File: src/rtl/cipher_filter_pkg.sv
`default_nettype none
// ============================================================
// Package : cipher_filter_pkg
// Brief   : shared types, default constants and byte-select helper
// Rev     : 1.0 - initial release
// ============================================================
package cipher_filter_pkg;

    localparam int MAX_BITS = 256;

    typedef enum logic [0:0] {
        IDLE  = 1'b0,
        MATCH = 1'b1
    } match_state_t;

    localparam logic [31:0] DEFAULT_KEY     = 32'hDEADBEEF;
    localparam logic [23:0] DEFAULT_PATTERN = 24'h434154;

    // Byte idx of a len-byte vector, byte 0 being the most significant.
    function automatic logic [7:0] get_byte(input logic [MAX_BITS-1:0] vec,
                                            input int idx, input int len);
        return vec[(len-1-idx)*8 +: 8];
    endfunction

endpackage
`default_nettype wire

File: src/rtl/cipher_pattern_filter_if.sv
`default_nettype none
// ============================================================
// Interface : cipher_pattern_filter_if
// Brief     : byte stream in, decrypted stream and verdicts out
// Rev       : 1.0 - initial release
// ============================================================
interface cipher_pattern_filter_if #(
    parameter int COUNT_W = 8
);
    logic [7:0]         data_in;
    logic               data_valid;
    logic               resync;
    logic [7:0]         dec_data;
    logic               dec_valid;
    logic               accept;
    logic               reject;
    logic               accept_led;
    logic               reject_led;
    logic [COUNT_W-1:0] accept_count;

    modport master (
        output data_in, data_valid, resync,
        input  dec_data, dec_valid, accept, reject, accept_led, reject_led, accept_count
    );

    modport slave (
        input  data_in, data_valid, resync,
        output dec_data, dec_valid, accept, reject, accept_led, reject_led, accept_count
    );
endinterface
`default_nettype wire

File: src/rtl/cipher_pattern_filter_pulse_stretcher.sv
`default_nettype none
// ============================================================
// Module : pulse_stretcher
// Brief  : holds led high for CYCLES clocks after trig; clear cancels
// Rev    : 1.0 - initial release
// ============================================================
module pulse_stretcher #(
    parameter int CYCLES = 1200000
) (
    input  logic clk,
    input  logic rst,
    input  logic trig,
    input  logic clear,
    output logic led
);
    localparam int                 c_cnt_w = (CYCLES > 0) ? $clog2(CYCLES + 1) : 1;
    localparam logic [c_cnt_w-1:0] c_load  = c_cnt_w'(CYCLES);

    logic [c_cnt_w-1:0] r_cnt;

    always_ff @(posedge clk) begin
        if (rst) begin
            r_cnt <= '0;
        end else if (trig) begin
            r_cnt <= c_load;
        end else if (clear) begin
            r_cnt <= '0;
        end else if (r_cnt != '0) begin
            r_cnt <= r_cnt - c_cnt_w'(1);
        end
    end

    assign led = (r_cnt != '0);
endmodule
`default_nettype wire

File: src/rtl/cipher_pattern_filter.sv
`default_nettype none
// ============================================================
// Module : cipher_pattern_filter
// Brief  : repeating-XOR decrypt, pattern matcher, timeout, LED stretch
// Rev    : 1.0 - initial release
// ============================================================
module cipher_pattern_filter
    import cipher_filter_pkg::*;
#(
    parameter int                   KEY_LEN        = 4,
    parameter logic [KEY_LEN*8-1:0] KEY            = DEFAULT_KEY,
    parameter int                   PAT_LEN        = 3,
    parameter logic [PAT_LEN*8-1:0] PATTERN        = DEFAULT_PATTERN,
    parameter int                   TIMEOUT_CYCLES = 1200,
    parameter int                   STRETCH_CYCLES = 1200000,
    parameter int                   COUNT_W        = 8
) (
    input  logic                    clk,
    input  logic                    rst,
    cipher_pattern_filter_if.slave  bus
);
    localparam int c_kidx_w = (KEY_LEN > 1) ? $clog2(KEY_LEN) : 1;
    localparam int c_pos_w  = (PAT_LEN > 1) ? $clog2(PAT_LEN) : 1;
    localparam int c_idle_w = (TIMEOUT_CYCLES > 0) ? $clog2(TIMEOUT_CYCLES + 1) : 1;
    localparam logic [c_idle_w-1:0] c_idle_max = c_idle_w'(TIMEOUT_CYCLES);
    localparam logic [MAX_BITS-1:0] c_key_ext  = MAX_BITS'(KEY);
    localparam logic [MAX_BITS-1:0] c_pat_ext  = MAX_BITS'(PATTERN);

    logic [c_kidx_w-1:0] r_key_idx;
    logic [c_idle_w-1:0] r_idle;
    logic [7:0]          r_dec_data;
    logic                r_dec_valid;
    match_state_t        r_state;
    logic [c_pos_w-1:0]  r_pos;
    logic                r_accept;
    logic                r_reject;
    logic [COUNT_W-1:0]  r_count;
    logic                w_take;
    logic                w_timeout;

    // resync beats a coincident strobe, so the byte never enters the pipe
    assign w_take    = bus.data_valid && !bus.resync;
    assign w_timeout = (TIMEOUT_CYCLES != 0) && !bus.data_valid && !bus.resync &&
                       (int'(r_idle) == TIMEOUT_CYCLES - 1);

    always_ff @(posedge clk) begin
        if (rst) begin
            r_key_idx   <= '0;
            r_idle      <= '0;
            r_dec_data  <= '0;
            r_dec_valid <= 1'b0;
        end else begin
            r_dec_valid <= w_take;
            if (w_take) begin
                r_dec_data <= bus.data_in ^ get_byte(c_key_ext, int'(r_key_idx), KEY_LEN);
            end

            if (bus.resync || w_timeout) begin
                r_key_idx <= '0;
            end else if (bus.data_valid) begin
                r_key_idx <= (int'(r_key_idx) == KEY_LEN - 1) ? '0 : r_key_idx + c_kidx_w'(1);
            end

            if (bus.resync || bus.data_valid) begin
                r_idle <= '0;
            end else if (r_idle != c_idle_max) begin
                r_idle <= r_idle + c_idle_w'(1);
            end
        end
    end

    always_ff @(posedge clk) begin
        if (rst) begin
            r_state  <= IDLE;
            r_pos    <= '0;
            r_accept <= 1'b0;
            r_reject <= 1'b0;
            r_count  <= '0;
        end else begin
            r_accept <= 1'b0;
            r_reject <= 1'b0;
            if (bus.resync) begin
                r_state <= IDLE;
                r_pos   <= '0;
            end else if (r_dec_valid) begin
                if (r_dec_data == get_byte(c_pat_ext, int'(r_pos), PAT_LEN)) begin
                    if (int'(r_pos) + 1 < PAT_LEN) begin
                        r_pos   <= r_pos + c_pos_w'(1);
                        r_state <= MATCH;
                    end else begin
                        r_accept <= 1'b1;
                        r_pos    <= '0;
                        r_state  <= IDLE;
                        if (r_count != '1) begin
                            r_count <= r_count + COUNT_W'(1);
                        end
                    end
                end else if (r_state == MATCH) begin
                    // Only the first pattern byte is tried as a restart point
                    r_reject <= 1'b1;
                    if (r_dec_data == get_byte(c_pat_ext, 0, PAT_LEN)) begin
                        r_pos   <= c_pos_w'(1);
                        r_state <= MATCH;
                    end else begin
                        r_pos   <= '0;
                        r_state <= IDLE;
                    end
                end
            end else if (w_timeout && (r_pos != '0)) begin
                r_reject <= 1'b1;
                r_pos    <= '0;
                r_state  <= IDLE;
            end
        end
    end

    pulse_stretcher #(.CYCLES(STRETCH_CYCLES)) u_accept_led (
        .clk   (clk),
        .rst   (rst),
        .trig  (r_accept),
        .clear (r_reject),
        .led   (bus.accept_led)
    );

    pulse_stretcher #(.CYCLES(STRETCH_CYCLES)) u_reject_led (
        .clk   (clk),
        .rst   (rst),
        .trig  (r_reject),
        .clear (r_accept),
        .led   (bus.reject_led)
    );

    assign bus.dec_data     = r_dec_data;
    assign bus.dec_valid    = r_dec_valid;
    assign bus.accept       = r_accept;
    assign bus.reject       = r_reject;
    assign bus.accept_count = r_count;
endmodule
`default_nettype wire
File: src/flat_wrapper.sv
// flat-port wrapper written by rule: the top's interface ports become plain ports
module cipher_pattern_filter_flat import cipher_filter_pkg::*;
#(
    parameter int                   KEY_LEN        = 4,
    parameter logic [KEY_LEN*8-1:0] KEY            = DEFAULT_KEY,
    parameter int                   PAT_LEN        = 3,
    parameter logic [PAT_LEN*8-1:0] PATTERN        = DEFAULT_PATTERN,
    parameter int                   TIMEOUT_CYCLES = 1200,
    parameter int                   STRETCH_CYCLES = 1200000,
    parameter int                   COUNT_W        = 8
)
  (clk, rst, bus_data_in, bus_data_valid, bus_resync, bus_dec_data, bus_dec_valid, bus_accept, bus_reject, bus_accept_led, bus_reject_led, bus_accept_count);
  cipher_pattern_filter_if #(.COUNT_W(COUNT_W)) bus_i ();
  input  logic clk;
  input  logic rst;
  input wire logic [$bits(bus_i.data_in)-1:0] bus_data_in;
  input wire logic [$bits(bus_i.data_valid)-1:0] bus_data_valid;
  input wire logic [$bits(bus_i.resync)-1:0] bus_resync;
  output wire logic [$bits(bus_i.dec_data)-1:0] bus_dec_data;
  output wire logic [$bits(bus_i.dec_valid)-1:0] bus_dec_valid;
  output wire logic [$bits(bus_i.accept)-1:0] bus_accept;
  output wire logic [$bits(bus_i.reject)-1:0] bus_reject;
  output wire logic [$bits(bus_i.accept_led)-1:0] bus_accept_led;
  output wire logic [$bits(bus_i.reject_led)-1:0] bus_reject_led;
  output wire logic [$bits(bus_i.accept_count)-1:0] bus_accept_count;
  assign bus_i.data_in = bus_data_in;
  assign bus_i.data_valid = bus_data_valid;
  assign bus_i.resync = bus_resync;
  assign bus_dec_data = bus_i.dec_data;
  assign bus_dec_valid = bus_i.dec_valid;
  assign bus_accept = bus_i.accept;
  assign bus_reject = bus_i.reject;
  assign bus_accept_led = bus_i.accept_led;
  assign bus_reject_led = bus_i.reject_led;
  assign bus_accept_count = bus_i.accept_count;
  cipher_pattern_filter #(.KEY_LEN(KEY_LEN), .KEY(KEY), .PAT_LEN(PAT_LEN), .PATTERN(PATTERN), .TIMEOUT_CYCLES(TIMEOUT_CYCLES), .STRETCH_CYCLES(STRETCH_CYCLES), .COUNT_W(COUNT_W)) u_core (.clk(clk), .rst(rst), .bus(bus_i));
endmodule
File: config.mk
export PLATFORM = sky130hd
export DESIGN_NAME = cipher_pattern_filter_flat
export DESIGN_NICKNAME = d
export VERILOG_FILES = /design/src/rtl/cipher_filter_pkg.sv /design/src/rtl/cipher_pattern_filter_if.sv /design/src/rtl/cipher_pattern_filter_pulse_stretcher.sv /design/src/rtl/cipher_pattern_filter.sv /design/src/flat_wrapper.sv
export SDC_FILE = /design/constraint.sdc
export NUM_CORES = 1
export LEC_CHECK = 0
export CAP_MARGIN = 20
export CORE_MARGIN = 2
export CORE_UTILIZATION = 52
export DETAILED_ROUTE_END_ITERATION = 10
export MAX_ROUTING_LAYER = met4
export PLACE_DENSITY = 0.74
export SLEW_MARGIN = 10
export SYNTH_ARGS = -nofsm -noshare
export SYNTH_HDL_FRONTEND = slang
export SYNTH_SLANG_ARGS = --single-unit
File: constraint.sdc
create_clock -name clk -period 2.1 [get_ports clk]
set_input_delay 0.42 -clock clk [delete_from_list [all_inputs] [get_ports clk]]
set_output_delay 0.42 -clock clk [all_outputs]
set_load 0.05 [all_outputs]
==> results of run 1 <==
## flip-flops by register name, summed over array words and instances, names as in the netlist, 2 cells and up
| name | count |
|---|---|
| u_core.bus.accept_count | 8 |
| u_core.bus.dec_data | 8 |
| u_core.r_idle | 11 |
| u_core.r_key_idx | 2 |
| u_core.r_pos | 2 |
| u_core.u_accept_led.r_cnt | 21 |
| u_core.u_reject_led.r_cnt | 21 |
## cell usage after synthesis (2+ instances only)
master / count / area (um2)
nor2_1: 79 / 296.5
dfxtp_1: 77 / 1541
xnor2_1: 36 / 315.3
a21oi_1: 26 / 130.1
nand3_1: 16 / 80.08
nor3_1: 16 / 80.08
xor2_1: 15 / 131.4
inv_1: 14 / 52.55
nand2_1: 14 / 52.55
clkbuf_1: 12 / 45.04
a211oi_1: 10 / 75.07
ha_1: 9 / 112.6
or3_1: 9 / 56.30
mux2i_1: 8 / 80.08
or4_1: 8 / 60.06
nand4_1: 7 / 43.79
nor2b_1: 7 / 43.79
o21ai_0: 7 / 35.03
and3_1: 4 / 25.02
nor4b_1: 4 / 35.03
a2111oi_0: 3 / 26.28
nand2b_1: 3 / 18.77
nor4_1: 3 / 18.77
nor4_4: 3 / 63.81
o21ai_1: 3 / 15.01
o2bb2ai_1: 3 / 26.28
o31ai_1: 3 / 22.52
or2_2: 3 / 18.77
a2111oi_2: 2 / 30.03
a31oi_1: 2 / 12.51
nand3b_1: 2 / 15.01
nand4b_1: 2 / 17.52
nor4b_2: 2 / 30.03
o2111ai_1: 2 / 17.52
o211ai_1: 2 / 15.01
o41ai_1: 2 / 17.52
## timing repair
item	4_1_cts	5_1_grt
setup buffers	3	1
pin swaps	4	3
setup endpoints to repair	2	10
gates resized for setup	13	17
## logic make-up (layout without fill, tap and decap cells)
kind of cell,after synthesis,in the layout
adders and majority gates,9,9
xor gates and xnor gates,51,51
AOI/OAI and AO/OA,70,70
muxes,8,8
and+or+nand+nor,196,196
buffers and inverters,28,99
DFF,77,77
## tightest hold or removal path: stages, from the launching register on
cell     delay [ns]
dfxtp_2        0.34
o21ai_0        0.07
a21oi_1        0.06
## power by group through the flow
stage,Combinational (mW),Clock [mW],Sequential (mW)
2_1_floorplan,2.32,0,2.12
6_report,3.66,1.07,2.14
5_1_grt,4.02,1.16,2.19
4_1_cts,3.45,1.09,2.11
3_3_place_gp,3.24,0,2.12
3_5_place_dp,3.28,0,2.13
## layout make-up
cell class / instances / area, um2 / area share
clock buffer: 14 / 172.7 / 0.03572
clock inverter: 2 / 16.27 / 0.003365
inverter: 15 / 56.30 / 0.01165
multi-input combinational: 334 / 2305 / 0.4768
sequential: 77 / 1559 / 0.3225
tap: 99 / 123.9 / 0.02563
timing repair buffer: 68 / 600.6 / 0.1243
## worst paths after layout
check | startpoint | to | slack, ns | cells past startpoint
worst max register to register | u_core.u_reject_led.r_cnt[4]$_SDFFE_PP0N_ | u_core.u_reject_led.r_cnt[10]$_SDFFE_PP0P_ | 0.10 | 7
worst min-delay path | u_core.u_accept_led.r_cnt[16]$_SDFFE_PP0N_ | u_core.u_accept_led.r_cnt[16]$_SDFFE_PP0N_ | 0.51 | 2
worst max-delay path | u_core.u_accept_led.r_cnt[17]$_SDFFE_PP0P_ | bus_accept_led | -0.19 | 5
worst min register to register | u_core.u_accept_led.r_cnt[16]$_SDFFE_PP0N_ | u_core.u_accept_led.r_cnt[16]$_SDFFE_PP0N_ | 0.51 | 2
## per-stage QoR
stage                     hold WS, ns  instances  area (um2)
after detailed placement       0.5007        589        4499
after floorplan                0.4760        439        3881
after CTS                      0.5163        608        4745
after global routing           0.5407        609        4833
final                          0.5130        609        4833
after global placement         0.4908        589        4499
## routing by layer
layer / wire [um] / track usage / vias up
li1: - / - / 1695
met1: 3772 / 0.2725 / 1586
met2: 4336 / 0.3816 / 68
met3: 289 / 0.03172 / 14
met4: 134 / 0.08590 / 0
met5: 0 / - / -
==> results.toml, run 1 <==
[power_and_ir_drop]
power_frac_clock = 0.156
power_mw = 6.871
sw_frac_of_total = 0.4056
p_int_mw = 4.084
peakVddDrop_mv = 0.5346
combPwrFrac = 0.532
p_sw_mw = 2.787
power_density_nw_per_um2 = 1421
power.share.sequential = 0.312
leakage_nw = 1.823

[global_route]
grt_overflow_total = 0
groute.usage.overall = 0.2250
grt_max_degree = 27
grt_pass1_vias = 3284
grt_antenna_before_repair = 0
grt_pass1_wl_mm = 14.94

[sta]
tightest_slew_ns = 0.5420
fin_ws_ns = -0.1870
grt_setup_unrepaired = "yes"
period_minus_slack_ns = 2.287
setup_viol = 2
slew_viol_final = 0
hold_viol = 0
fmax_mhz = 437.2
finClkSkew_ns = 0.01338
maxSlewHeadroom = 0.6293
tns_ns = -0.2873
fin_crit_sh = 1.089

[yosys]
ys_seq_elements = 77
synthArstFlopShare = 0
synth.area.mux_share = 0.02067
yosys.area_share.simple = 0.2868
synth_area_um2 = 3874
synth_adder_area_share = 0.02907
synthXorXnorAreaFrac = 0.1153
yosysSeqAreaShare = 0.3979
synth_compound_area_frac = 0.1211
syn_inst = 439
synth_top_family_by_area = "simple AND/OR/NAND/NOR gates"
yosysWarnings = 0
ys_types = 57
synth_edf_count = 0
syn_avg_cell_area_um2 = 8.824
syn_nets = 460
synth_ff_type = "dfxtp_1"

[min_path]
worstHoldPathType = "reg -> reg"

[detailed_routing]
wl_per_cell_um = 14.01
drt_pass1_iterations = 4
vias_per_cell = 5.522
route.detailed.drc = 0
vias = 3363
drt_iter0_markers = 119
antenna_left = 0
routed_wl_mm = 8.534

[floorplan]
rows = 31
die_area_um2 = 8156
die-width_um = 90.31
start_util = 0.5369
io_pins = 33
die_y_um = 90.31
core_area_um2 = 7214

[finish]
final_common_cell = "nor2_1"
final_cell_mix = "nor2_1, dfxtp_1, buf_4, xnor2_1"
nets = 526
diodes = 0
layout-drive-gt1-share = 0.1941
final_util = 0.6700
syn_to_final_growth_pct = 24.77
fill_cells = 603

[clocking]
cts_buffer_depth = 2
cts_inserted_buffers = 9
root_buffer = "clkbuf_8"
cts_tree = "done"
cts.htree.levels = 3
cts-hold-fix-buffers = 0
clk_pin_slew_ns = 0.08
cts_sinks = 77
clk_latency_ns = 0.35

[setup_path]
cp_top_family = "simple AND/OR/NAND/NOR gates"
cp.required_ns = 1.68
crit_chain = "or4_4 > or3_4 > nor2_4 > inv_2 > buf_8"
crit_type = "reg -> out"
crit_path_end_kind = "primary output"
critical_path_buf_inv_count = 2
critPathMaxFanout = 3
cpPeakStageDelay_ns = 0.53
crit_arrival_ns = 1.87
crit_slowest_cell = "or4_4"
critPathLaunchType = "flop"

[place]
gp_routability_congestion = 0.9130
io_buffers = 32
pre_cts_slack_ns = -0.07884
hpwl_mm = 6.080

[run_status]
status = "finished, violations left"
violations = "setup timing"

[run]
drv_cap = 0
Power figures use the tool's default switching activity.
==> inputs of run 2 (changes only) <==
- CELL_PAD_IN_SITES_DETAIL_PLACEMENT: not set -> 0
- CELL_PAD_IN_SITES_GLOBAL_PLACEMENT: not set -> 1
- CORE_UTILIZATION: 52 -> 40
==> run 2 against run 1 <==
The flow still finishes with violations (setup timing). Power is 1.9% higher. Maximum frequency is 0.46% lower. Setup slack worse by 0.010 ns. Routed wire length is 3.3% higher. Register-to-register slack better by 0.03 ns. Cell count is 5.3% higher. Via count is 1.7% lower. Non-clock buffer count is 3 higher. Critical path depth stayed put. Die area is 29% higher. Combinational power is 2% lower. Highest routed layer unchanged.
==> results.toml, run 2 (synthesis results as in run 1) <==
[power_and_ir_drop]
power_density_nw_per_um2 = 1435
peakVddDrop_mv = 0.5723
leakage_nw = 1.872

[setup_path]
critPathMaxFanout = 3
crit_type = "reg -> out"
reg2reg_slack_ns = 0.13
crit_arrival_ns = 1.88
critPathLaunchType = "flop"
cp.required_ns = 1.68
crit_path_end_kind = "primary output"

[clocking]
cts_tree = "done"
cts-hold-fix-buffers = 0
cts.htree.levels = 3
root_buffer = "clkbuf_8"
cts_buffer_depth = 2
cts_inserted_buffers = 9
clk_pin_slew_ns = 0.08
cts_sinks = 77
clk_latency_ns = 0.35

[detailed_routing]
vias = 3306
drt_iter0_markers = 97
drt_pass1_iterations = 4
route.detailed.drc = 0
dr_wl_met3_um = 261
met2_length_mm = 4.272
routed_wl_mm = 8.812
top_layer_used = "met4"
drt-met1-wl_mm = 4.168
antenna_left = 0
vias_per_cell = 5.158
wl_per_cell_um = 13.75

[global_route]
grt_overflow_total = 0
grt_antenna_before_repair = 0
grt_pass1_vias = 3304
groute.usage.overall = 0.1895
grt_max_degree = 21
grt_pass1_wl_mm = 15.39

[floorplan]
die-width_um = 102.4
rows = 35
start_util = 0.4153
core_area_um2 = 9328
die_y_um = 102.4
io_pins = 33
die_area_um2 = 10490

[finish]
final_common_cell = "nor2_1"
syn_to_final_growth_pct = 26.03
largestRegisters = "u_core.u_accept_led.r_cnt (21), u_core.u_reject_led.r_cnt (21), u_core.r_idle (11)"
final_cells = 641
final_cell_mix = "nor2_1, dfxtp_1, buf_4, xnor2_1, a21oi_1"
fill_cells = 907
nets = 529
layout-drive-gt1-share = 0.1836
fin_area_um2 = 4882
diodes = 0

[sta]
fin_crit_sh = 1.094
tightest_slew_ns = 0.4912
grt_setup_unrepaired = "yes"
slew_viol_final = 0
setup_viol = 2
fin_ws_ns = -0.1975
period_minus_slack_ns = 2.298
maxSlewHeadroom = 0.6641
fmax_mhz = 435.3
fin_hold_ws_ns = 0.5120
finClkSkew_ns = 0.01241
hold_viol = 0
tns_ns = -0.2943

[place]
io_buffers = 32
place_area_um2 = 4587
gp_routability_congestion = 0.7871
hpwl_mm = 6.336
placedCellCount = 624

[run]
drv_cap = 0

[run_status]
violations = "setup timing"
status = "finished, violations left"

[min_path]
worstHoldPathType = "reg -> reg"
-- run 2: report_power, final --
group | leakage, nW | internal (mW) | switching [mW]
logic | 1.12 | 1.72 | 1.85
clock network | 0.116 | 0.780 | 0.544
registers | 0.632 | 1.78 | 0.330
total | 1.87 | 4.28 | 2.72
-- run 2: worst max-delay path: stages (launching register included) --
cell     delay (ns)
dfxtp_2        0.33
or4_4          0.54
or3_4          0.36
nor2_4         0.10
inv_2          0.05
buf_6          0.14
-- run 2: final timing paths --
| kind | cells after the start | from | endpoint |
|---|---|---|---|
| setup / recovery | 5 | u_core.u_accept_led.r_cnt[17]$_SDFFE_PP0P_ | bus_accept_led |
| hold / removal | 2 | u_core.u_accept_led.r_cnt[15]$_SDFFE_PP0N_ | u_core.u_accept_led.r_cnt[15]$_SDFFE_PP0N_ |
| setup reg to reg | 7 | u_core.u_accept_led.r_cnt[0]$_SDFFE_PP0N_ | u_core.u_accept_led.r_cnt[16]$_SDFFE_PP0N_ |
| hold reg to reg | 2 | u_core.u_accept_led.r_cnt[15]$_SDFFE_PP0N_ | u_core.u_accept_led.r_cnt[15]$_SDFFE_PP0N_ |
-- run 2: area by class of cell --
type	count	area (um2)	area share
well taps	129	161.4	0.03306
repair buffers	71	633.1	0.1297
multi-input cells	334	2250	0.4608
inverters	15	56.30	0.01153
flip-flops and latches	77	1554	0.3183
clock buffers	10	127.6	0.02614
clock inverters	5	100.1	0.02050
-- run 2: per-stage QoR --
| stage | utilization | setup slack (ns) | power [mW] |
|---|---|---|---|
| after floorplan | - | 0.01271 | 4.438 |
| after global placement | 0.4918 | -0.009132 | 5.459 |
| after detailed placement | 0.4918 | -0.03642 | 5.499 |
| after CTS | 0.5192 | -0.1972 | 6.968 |
| after global routing | 0.5234 | -0.2854 | 7.520 |
| final | 0.5234 | -0.1975 | 7.004 |
-- run 2: what timing repair did --
action	4_1_cts	5_1_grt
endpoints found under the setup margin	2	11
cloned	0	0
resized for setup	6	12
setup buffers	1	1
pin swaps	2	2
-- run 2: per-layer routing --
layer | track usage | up-vias
li1 | - | 1691
met1 | 0.2282 | 1563
met2 | 0.3153 | 42
met3 | 0.04172 | 10
met4 | 0.06154 | 0
met5 | - | -
==> inputs of run 3 (changes only) <==
- CORE_UTILIZATION: 40 -> 35
- CTS_CLUSTER_SIZE: not set -> 10
- PLACE_DENSITY: 0.74 -> 0.63
- clock period: 2.1 -> 2.55 ns (I/O delays scaled with it)
==> run 3 against run 2 <==
The flow now finishes without violations. First-iteration DRC count down 22%. Hold slack about the same. Via count fell by 3.4%. Design area is 6.2% lower. Routed wire length decreased by 2.6%. Clock power fell by 39%. Non-clock buffer count fell by 27. Utilization decreased by 10 points. Flip-flop and latch count is the same. Global-route usage fell by 2.5 points. Clock skew down 0.0023 ns. Critical endpoint unchanged. Largest cell class unchanged. Largest power group unchanged.
==> results.toml, run 3 (synthesis results as in run 1) <==
[run_status]
status = "complete, no violations"

[power_and_ir_drop]
power_density_nw_per_um2 = 1110
power_frac_clock = 0.159
sw_frac_of_total = 0.4187
peakVddDrop_mv = 0.6252
combPwrFrac = 0.495
leakage_nw = 1.624
p_int_mw = 2.955
power.share.sequential = 0.346
p_sw_mw = 2.128

[setup_path]
critPathLaunchType = "flop"
crit_type = "reg -> out"
reg2reg_slack_ns = 0.39
crit_path_end_kind = "primary output"
reg2reg_depth = 5
crit_chain = "or4_4 > or3_4 > nor2_4 > inv_2 > buf_6"
critical_path_buf_inv_count = 2
cp.required_ns = 2.04
cpPeakStageDelay_ns = 0.54
crit_arrival_ns = 1.96
critPathMaxFanout = 5
rr_endpoint = "u_core.bus.accept_count[6]$_SDFFE_PP0P_"
crit_start = "u_core.u_accept_led.r_cnt[16]$_SDFFE_PP0N_"
r2r-start = "u_core.bus.dec_valid$_SDFF_PP0_"
cp_top_family = "simple AND/OR/NAND/NOR gates"
crit_slowest_cell = "or4_4"

[clocking]
cts_inserted_buffers = 9
cts_tree = "done"
cts_sinks = 77
cts_buffer_depth = 2
clk_latency_ns = 0.36
root_buffer = "clkbuf_8"
cts.htree.levels = 3
clk_pin_slew_ns = 0.07

[min_path]
worstHoldPathType = "reg -> reg"
whs_endpoint = "u_core.bus.accept_count[5]$_SDFFE_PP0P_"
holdPathStages = 2
hold_start = "u_core.bus.accept_count[5]$_SDFFE_PP0P_"

[floorplan]
core_area_um2 = 10840
io_pins = 33
die-width_um = 109.2
die_y_um = 109.2
die_area_um2 = 11930
rows = 38
start_util = 0.3573

[place]
gp_routability_congestion = 0.7692
hpwl_mm = 6.037
io_buffers = 32

[sta]
fin_hold_ws_ns = 0.5117
finClkSkew_ns = 0.01012
tns_ns = 0
setup_viol = 0
hold_viol = 0
fin_crit_sh = 0.9682
slew_viol_final = 0
grt_setup_unrepaired = "no"
fmax_mhz = 405.0
tightest_slew_ns = 0.5469
maxSlewHeadroom = 0.6260
period_minus_slack_ns = 2.469

[finish]
nets = 502
fill_cells = 1140
diodes = 0
seq_area_um2 = 1543
multi_input_area_um2 = 2237
final_common_cell = "nor2_1"
final_cell_mix = "nor2_1, dfxtp_1, xnor2_1, clkdlybuf4s50_1, a21oi_1"
final_util = 0.4224
layout-drive-gt1-share = 0.1072
largestRegisters = "u_core.u_accept_led.r_cnt (21), u_core.u_reject_led.r_cnt (21), u_core.r_idle (11)"
syn_to_final_growth_pct = 18.22

[detailed_routing]
drt_iter0_markers = 76
vias_per_cell = 5.110
drt_pass1_iterations = 4
vias = 3194
antenna_left = 0
routed_wl_mm = 8.579
route.detailed.drc = 0
wl_per_cell_um = 13.73

[global_route]
grt_max_degree = 27
grt_pass1_wl_mm = 14.80
grt_antenna_before_repair = 0
grt_overflow_total = 0
grt_pass1_vias = 3194
groute.usage.overall = 0.1640

[run]
drv_cap = 0
run 3: cell types whose count changed in the layout (fill, tap and decap cells not counted), sizes merged:
| cell | before | now |
|---|---|---|
| bufinv | 3 | 0 |
| clkbuf | 10 | 13 |
| dlymetal6s2s | 4 | 0 |
| buf | 43 | 14 |
| clkdlybuf4s50 | 24 | 30 |
run 3: repair_timing:
action	4_1_cts	5_1_grt
resized for setup	4	2
pin swaps	2	2
setup buffers	3	0
hold buffers	0	0
endpoints found under the setup margin	1	2
run 3: per-stage QoR:
stage	instance area (um2)	power, mW	cells	setup WS [ns]
after floorplan	3874	3.653	439	0.2870
after global placement	4375	4.148	607	0.2416
after detailed placement	4375	4.155	607	0.2122
after CTS	4571	5.127	625	0.01469
after global routing	4579	5.514	625	0.00003708
final	4579	5.083	625	0.08105
run 3: worst reg2reg max path: cells and delay by family (launching register included):
kind            cells  cell delay [ns]
compound gates      2             0.32
flops               1             0.44
simple gates        3             1.33
run 3: final cells by class:
class | instances | share of cell area
multi-input combinational | 334 | 0.4885
sequential | 77 | 0.3369
timing repair buffer | 44 | 0.08934
tap | 140 | 0.03825
clock buffer | 13 | 0.03251
inverter | 15 | 0.01230
clock inverter | 2 | 0.002186
run 3: how the worst max path moves through the flow:
stage | endpoint | slack, ns | cells past startpoint
floorplan | u_core.bus.accept_count[7]$_SDFFE_PP0P_ | 0.29 | 6
global placement | u_core.bus.accept_count[6]$_SDFFE_PP0P_ | 0.24 | 6
finish | bus_accept_led | 0.08 | 5
CTS | bus_accept_led | 0.01 | 5
global route | bus_accept_led | 0.00004 | 5
detailed placement | u_core.bus.accept_count[7]$_SDFFE_PP0P_ | 0.21 | 6
run 3: power groups by stage:
| stage | registers [mW] | clock network [mW] | logic, mW |
|---|---|---|---|
| 3_5_place_dp | 1.77 | 0 | 2.38 |
| 5_1_grt | 1.80 | 0.898 | 2.82 |
| 3_3_place_gp | 1.77 | 0 | 2.38 |
| 4_1_cts | 1.75 | 0.865 | 2.51 |
| 6_report | 1.76 | 0.810 | 2.52 |
| 2_1_floorplan | 1.74 | 0 | 1.91 |
run 3: per-layer routing:
| metal | part of all wire | GRT usage | wire length, um |
|---|---|---|---|
| met3 | 0.032 | 0.03646 | 278 |
| met2 | 0.43 | 0.2427 | 3721 |
| met5 | 0 | - | 0 |
| met1 | 0.51 | 0.2125 | 4405 |
| met4 | 0.020 | 0.07685 | 174 |
